## config.mk

```make
export PLATFORM = sky130hd
export DESIGN_NAME = parallel_serializer
export DESIGN_NICKNAME = d
export VERILOG_FILES = /design/src/rtl/parallel_serializer.sv
export SDC_FILE = /design/constraint.sdc
export NUM_CORES = 1
export LEC_CHECK = 0
export CORE_ASPECT_RATIO = 0.5
export CORE_MARGIN = 1.5
export CORE_UTILIZATION = 47
export DETAILED_ROUTE_END_ITERATION = 12
export DONT_BUFFER_PORTS = 1
export PLACE_DENSITY = 0.69
export SYNTH_ARGS = -nofsm -noshare
export SYNTH_HDL_FRONTEND = slang
export SYNTH_SLANG_ARGS = --single-unit
```

## constraint.sdc

```tcl
create_clock -name clk -period 2.7 [get_ports clk]
set_clock_uncertainty 0.1 [all_clocks]
set_input_delay 0.27 -clock clk [delete_from_list [all_inputs] [get_ports clk]]
set_output_delay 0.27 -clock clk [all_outputs]
set_load 0.03 [all_outputs]
```

## src/rtl/parallel_serializer.sv

```systemverilog
// -----------------------------------------------------------------------------
// parallel_serializer
//   Turns WIDTH-bit words into a stream of BITS_PER_SYMBOL-bit symbols, one
//   symbol per `next` strobe from the symbol-rate timer. A shift stage holds
//   the word being emitted and a one-word hold stage lets the next word be
//   queued, so consecutive words are sent with no gap.
//
// Ports
//   clk          in   system clock, rising edge
//   rst_n        in   asynchronous active-low reset
//   in_data      in   parallel word (WIDTH)
//   in_valid     in   in_data valid
//   in_ready     out  word taken on an edge where in_valid & in_ready
//   next         in   one-cycle symbol strobe
//   symbol_out   out  current symbol (BITS_PER_SYMBOL), registered
//   symbol_valid out  one-cycle pulse when symbol_out updates
//   last         out  with symbol_valid on the final symbol of a word
//   underrun     out  one-cycle pulse when `next` finds no word to send
//   busy         out  a word is in the shift or hold stage
// -----------------------------------------------------------------------------
module parallel_serializer #(
    parameter int unsigned WIDTH           = 16,
    parameter int unsigned BITS_PER_SYMBOL = 1,
    parameter int unsigned MSB_FIRST       = 0
) (
    input  logic                       clk,
    input  logic                       rst_n,
    input  logic [WIDTH-1:0]           in_data,
    input  logic                       in_valid,
    output logic                       in_ready,
    input  logic                       next,
    output logic [BITS_PER_SYMBOL-1:0] symbol_out,
    output logic                       symbol_valid,
    output logic                       last,
    output logic                       underrun,
    output logic                       busy
);

    localparam int unsigned SYMBOLS = WIDTH / BITS_PER_SYMBOL;
    localparam int unsigned CNT_W   = (SYMBOLS > 1) ? $clog2(SYMBOLS) : 1;
    localparam int unsigned IDX_W   = $clog2(WIDTH) + 1;

    // Storage and registered outputs
    logic [WIDTH-1:0]           r_shift_data;
    logic                       r_shift_full;
    logic [CNT_W-1:0]           r_cnt;
    logic [WIDTH-1:0]           r_hold_data;
    logic                       r_hold_full;
    logic [BITS_PER_SYMBOL-1:0] r_symbol;
    logic                       r_symbol_valid;
    logic                       r_last;
    logic                       r_underrun;
    logic                       r_busy;

    // Next-state values
    logic [WIDTH-1:0]           w_shift_data_nxt;
    logic                       w_shift_full_nxt;
    logic [CNT_W-1:0]           w_cnt_nxt;
    logic [WIDTH-1:0]           w_hold_data_nxt;
    logic                       w_hold_full_nxt;
    logic [BITS_PER_SYMBOL-1:0] w_symbol_nxt;
    logic                       w_symbol_valid_nxt;
    logic                       w_last_nxt;
    logic                       w_underrun_nxt;

    logic                       w_accept;
    logic                       w_at_end;
    logic [IDX_W-1:0]           w_lo;
    logic [WIDTH-1:0]           w_shifted;
    logic [BITS_PER_SYMBOL-1:0] w_cur_symbol;

    // Ready only reflects hold-stage space; forced low while in reset
    assign in_ready = rst_n & ~r_hold_full;
    assign w_accept = in_valid & in_ready;
    assign w_at_end = (r_cnt == CNT_W'(SYMBOLS - 1));

    // Bit offset of the slice for counter k, counted from the word LSB
    always_comb begin
        if (MSB_FIRST != 0) begin
            w_lo = IDX_W'(WIDTH - BITS_PER_SYMBOL)
                 - (IDX_W'(r_cnt) * IDX_W'(BITS_PER_SYMBOL));
        end else begin
            w_lo = IDX_W'(r_cnt) * IDX_W'(BITS_PER_SYMBOL);
        end
    end

    assign w_shifted    = r_shift_data >> w_lo;
    assign w_cur_symbol = w_shifted[BITS_PER_SYMBOL-1:0];

    // Next-state: emit on `next`, refill the shift stage at word end
    always_comb begin
        w_shift_data_nxt   = r_shift_data;
        w_shift_full_nxt   = r_shift_full;
        w_cnt_nxt          = r_cnt;
        w_hold_data_nxt    = r_hold_data;
        w_hold_full_nxt    = r_hold_full;
        w_symbol_nxt       = r_symbol;
        w_symbol_valid_nxt = 1'b0;
        w_last_nxt         = 1'b0;
        w_underrun_nxt     = 1'b0;

        if (r_shift_full) begin
            if (next) begin
                w_symbol_valid_nxt = 1'b1;
                w_symbol_nxt       = w_cur_symbol;
                if (w_at_end) begin
                    w_last_nxt = 1'b1;
                    w_cnt_nxt  = '0;
                    // Hold word has priority; a new word is only accepted
                    // here when the hold stage is empty
                    if (r_hold_full) begin
                        w_shift_data_nxt = r_hold_data;
                        w_hold_full_nxt  = 1'b0;
                    end else if (w_accept) begin
                        w_shift_data_nxt = in_data;
                    end else begin
                        w_shift_full_nxt = 1'b0;
                    end
                end else begin
                    w_cnt_nxt = r_cnt + CNT_W'(1);
                    if (w_accept) begin
                        w_hold_data_nxt = in_data;
                        w_hold_full_nxt = 1'b1;
                    end
                end
            end else if (w_accept) begin
                w_hold_data_nxt = in_data;
                w_hold_full_nxt = 1'b1;
            end
        end else begin
            // Nothing to send: a strobe here is an underrun and is not
            // applied to a word arriving on the same edge
            w_underrun_nxt = next;
            w_cnt_nxt      = '0;
            if (r_hold_full) begin
                w_shift_data_nxt = r_hold_data;
                w_shift_full_nxt = 1'b1;
                w_hold_full_nxt  = 1'b0;
            end else if (w_accept) begin
                w_shift_data_nxt = in_data;
                w_shift_full_nxt = 1'b1;
            end
        end
    end

    // State and output registers
    always_ff @(posedge clk or negedge rst_n) begin
        if (!rst_n) begin
            r_shift_data   <= '0;
            r_shift_full   <= 1'b0;
            r_cnt          <= '0;
            r_hold_data    <= '0;
            r_hold_full    <= 1'b0;
            r_symbol       <= '0;
            r_symbol_valid <= 1'b0;
            r_last         <= 1'b0;
            r_underrun     <= 1'b0;
            r_busy         <= 1'b0;
        end else begin
            r_shift_data   <= w_shift_data_nxt;
            r_shift_full   <= w_shift_full_nxt;
            r_cnt          <= w_cnt_nxt;
            r_hold_data    <= w_hold_data_nxt;
            r_hold_full    <= w_hold_full_nxt;
            r_symbol       <= w_symbol_nxt;
            r_symbol_valid <= w_symbol_valid_nxt;
            r_last         <= w_last_nxt;
            r_underrun     <= w_underrun_nxt;
            r_busy         <= w_shift_full_nxt | w_hold_full_nxt;
        end
    end

    assign symbol_out   = r_symbol;
    assign symbol_valid = r_symbol_valid;
    assign last         = r_last;
    assign underrun     = r_underrun;
    assign busy         = r_busy;

endmodule

```

# After elaboration in Yosys (flattened, before gate mapping)
# Index checks and enable logic that the tools add are counted.
# totals
reg_bits,43
latchBits,0
mem_bits_rw,0
romBits,0
input_bits,20
out_inout_bits,6
wordCells,49
n_memories,0
# classes
n_addsub,1
multipliers,0
div,0
magnitude_cmp,0
n_eq_ne,4
n_shift,1
mux,26
bitwise,4
n_reduce_logical,3
# ops
cell,count
two-way mux 16 bit,8
right shift 16 x 4 -> 1 bit,1
two-way mux 1 bit,15
two-way mux 4 bit,3
AND reduction 2 bit,3
adder 4 x 1 -> 4 bit (second input constant),1
== test 4 bit (second input constant),1
!= test 2 bit (second input constant),2
AND 1 bit,2
!= test 2 x 1 -> 1 bit (second input constant),1
inverter 1 bit,1
OR 1 bit,1

# Depth between registers and ports, before layout
# depth
depth_word,9
mapped_depth,7
mapped_depth_nobuf,5

# Worst setup path before layout
# OpenSTA, ideal clock, no wires.
# synth_path
path_type,reg2reg
from,reg r_cnt[0]
to,reg r_hold_data[0]
setup_ns,0.125
arrival_ns,1.678
required_ns,2.475
setup_slack_ns,0.797
stages_incl_launch_ff,8
n_path_buf,2
synth_period_minus_slack_ns,1.903
cell_sequence,dfrtp_1 ha_1 nand4_4 nand2_4 or3_1 buf_6 buf_12 mux2_4
# synth_via
elab_chain_len,3
# synth_rtl
item,line,text
from (decl),46,logic [CNT_W-1:0] r_cnt;
from (signal assigned),162,r_cnt <= w_cnt_nxt;
== test 4 bit,75,assign w_at_end = (r_cnt == CNT_W'(SYMBOLS - 1));
!= test 2 bit (no source line),n/a,
AND reduction 2 bit (no source line),n/a,
to (signal assigned),163,r_hold_data <= w_hold_data_nxt;
to (decl),47,logic [WIDTH-1:0] r_hold_data;
# Every way passes these cells.
# A chain may end at the register's enable or synchronous reset.

# Worst setup path in the final report
# layout_path
from,reg r_cnt[1]
to,reg r_hold_data[14]
# Same word-level chain as after synthesis.

==> results.md <==
- The detail-routed via count per cell is around 5.4.
- The share of the clock period used by the worst path after layout is 0.781.
- The class of the most critical setup path is register to register.
- The startpoint identified for the worst hold timing path is in_data[1].
- Based on the critical path, the design can be clocked at up to ~0.47 GHz.
- The total routing resource utilization after global routing is 0.179.
- The cell internal power dissipation is between 1.5 and 2 mW.
- The number of synthesized register bits is 43.
- The overflow left after global routing is 0.
- For this design the total switching power over the nets is roughly 0.80 mW.
- In the layout the commonest cells are dfrtp_1 (43), nor2_1 (23), mux2i_1 (20), a21oi_1 (17), mux2_4 (10).
- The number of warnings issued by yosys is 0.
- The via count of the first global-routing pass was 1,212.
- Detailed placement ended at an HPWL of around 2400 µm.
- The tool flagged a number of max-cap violations equal to 0.
- Setup violations remaining at the end of the flow were counted as 0.
- The die is roughly 95 µm wide.
- The final hold violation count is 0.
- The length of the first detailed-routing pass in iterations is 4.
- In this run the tool buffered the top-level ports with 0 buffer cells.
- The relative slew slack is 0.618.
- The start of the worst register-to-register path is r_cnt[1].
- The synthesis-to-finish area growth is 6.81%.
- The root buffer cell is clkbuf_8.
- The clock latency of the later-clocked register in the worst-skew pair is about 290 ps.
- The final count of pins violating max slew is 0.
- The final instance area is roughly 2100 µm².
- The cell area after technology mapping is 1990 µm².
- In this run the standard cell core region covers between 3000 and 4000 µm².
- The power density normalized to cell area is 1120 nW/µm².
- At the worst endpoint, the required time is about 2800 ps.
- For this design the static power due to leakage is between 1 and 1.5 nW.
- The average detailed-routed wire length per instance is 16.2 µm.
- After detailed placement, the total cell area comes to 2020 µm².
- Across the VDD grid, the largest voltage drop is 0.000463 V.
- The post-layout minimum cycle time is roughly 2100 ps.
- The number of library cell types mapped by synthesis is 26.
- The net count after synthesis is 180.
- The number of top-level pins is 26.
- The first global-routing pass estimated ~6100 µm of wire.
- The residual antenna-violating net count after detailed routing is 0.
- TritonCTS built the clock tree.
- For this run, the post-layout net count is between 150 and 200.
- The post-cts sizing count is 0.
- The class of the most critical hold timing path is input port to register.
- The share of total power dissipated in the clock network is 0.158.
- The average footprint of a synthesized cell is approximately 12 µm².
- The number of antenna diodes is 0.
- The flow ran to the end, and the final reports show no timing, DRC or antenna violations.
- Of the synthesized area, sequential elements account for 0.542.
- STA classifies the critical path endpoint as a register.
- The final layout contains routed wiring with a total length of 3480 µm.
- The number of violations reported at the end of detailed-routing iteration 0 is just under 50.
- The number of antenna violations at the first check in global routing was 0.
- In the final layout, the share of cells above drive strength 1 is 0.199.
- The startpoint type of the worst setup path is a register.
- The share of total power dissipated in combinational logic is 0.337.
- Of the total power, the share spent switching nets is 0.337.
- The sequential share of power is 0.506.
- The sum of negative setup slack is 0 ps.
- Row generation in the floorplan step produced 16 rows.
- In this run the deepest clock path goes through 2 buffers.
- Entering global routing, the biggest net connects between 40 and 50 pins.
- In this run the vertical extent of the chip is 49.0 µm.
- The count of H-tree levels built during CTS is 2.
- The CTS buffer count is 5.
- The final route contains 1,151 vias.
- In this run the worst setup path begins at r_cnt[1].
- The most frequent standard cell in the layout excluding fill and tap cells is dfrtp_1.
- Setup repair after global routing left no endpoint under its margin.
- Clock-pin slew was measured on the worst setup and hold paths at roughly 70 ps.
- The maximum fanout count along the critical path is 9.
- Routability-driven placement finished with a final weighted congestion of about 0.84.
- The cell count after synthesis is between 150 and 200.
- The signal arrival time at the worst endpoint is between 2000 and 2500 ps.
- After detailed routing, the number of remaining DRC violations is 0.
- The area of the die is ~4600 µm².
- The clock drives 43 sinks.
- Fill cells in the final layout number around 330.
- The slew at the pin closest to its max-slew limit is 573 ps.
- The initial standard-cell utilization of the core is 0.498.
-- per-stage QoR --
| step | total power, mW | hold WS (ps) | cells | utilization | setup slack, ps |
|---|---|---|---|---|---|
| global route | 2.55 | 6.12 | 215 | 0.532 | 473 |
| CTS | 2.39 | 10.5 | 215 | 0.532 | 600 |
| detailed placement | 1.99 | -125 | 207 | 0.507 | 625 |
| finish | 2.37 | 18.8 | 215 | 0.532 | 591 |
| floorplan | 1.84 | -126 | 159 | - | 797 |
| global placement | 1.95 | -125 | 207 | 0.507 | 642 |
-- final cells by class --
| cell class | instances | area [µm²] | share of cell area |
|---|---|---|---|
| sequential | 43 | 1080 | 0.507 |
| multi-input combinational | 102 | 817 | 0.385 |
| clock buffer | 6 | 72.6 | 0.0342 |
| timing repair buffer | 6 | 72.6 | 0.0342 |
| tap | 54 | 67.6 | 0.0319 |
| inverter | 4 | 15.0 | 0.00708 |
-- worst max-delay path: stages (launching register included) --
cell and delay (ps):
dfrtp_1 520, ha_1 300, nand4_4 130, nand2_4 70, or3_1 370, buf_4 200
mux2_4 300
-- sequential cells by signal, indices dropped and copies added (netlist names) --
signal        flops
r_shift_data     16
symbol_valid      1
symbol_out        1
r_shift_full      1
r_hold_full       1
last              1
underrun          1
busy              1
r_hold_data      16
r_cnt             4
-- what timing repair did --
| action | in CTS | in global routing |
|---|---|---|
| setup buffers | 0 | 0 |
| hold buffers | 2 | 0 |
| endpoints found under the hold margin | 43 | 0 |
-- synth_stat cells (all sizes together) --
cell type,number,share of area
a21oi,18,0.045
a221o,1,0.0050
a311oi,2,0.0088
a31oi,1,0.0032
buf,5,0.032
clkbuf,5,0.0095
dfrtp,43,0.54
ha,1,0.0063
inv,4,0.0076
mux2,17,0.12
mux2i,20,0.10
mux4,2,0.023
nand2,8,0.019
nand4,2,0.014
nor2,23,0.043
nor2b,2,0.0063
o22ai,1,0.0032
or3,1,0.0032
xnor2,2,0.0088
xor2,1,0.0044
-- layer usage --
layer	vias to the layer above	track usage	routed length [µm]	share of wire
met5	-	0	0	0
met4	0	0.0597	58	0.017
met3	6	0.0592	158	0.045
met2	22	0.235	1450	0.42
met1	567	0.274	1810	0.52
li1	556	-	-	-
-- logic make-up (layout without fill, tap and decap cells) --
logic type                 Yosys count  after routing  synth area share
buffers and inverters               14             16            0.0485
AOI/OAI and AO/OA                   23             23            0.0655
DFF                                 43             43             0.542
xor gates and xnor gates             3              3            0.0132
muxes                               39             39             0.239
adders and majority gates            1              1           0.00630
and+or+nand+nor                     36             36            0.0857
-- final timing paths --
path | endpoint | depth (start not counted) | slack [ps]
hold / removal | r_hold_data[1] | 1 | 20
hold reg to reg | r_hold_data[4] | 1 | 410
setup / recovery | r_hold_data[14] | 6 | 590
setup reg to reg | r_hold_data[14] | 6 | 590
max in group asynchronous | underrun | 2 | 1940
min in group asynchronous | r_hold_data[12] | 2 | 360
-- power by group through the flow --
stage               clock [mW]  combinational (mW)  sequential, mW
floorplan                    0               0.758            1.09
global placement             0               0.755            1.20
detailed placement           0               0.784            1.21
CTS                      0.382               0.803            1.20
global route             0.412               0.900            1.24
finish                   0.374               0.799            1.20
(Power assumes the default switching activity.)
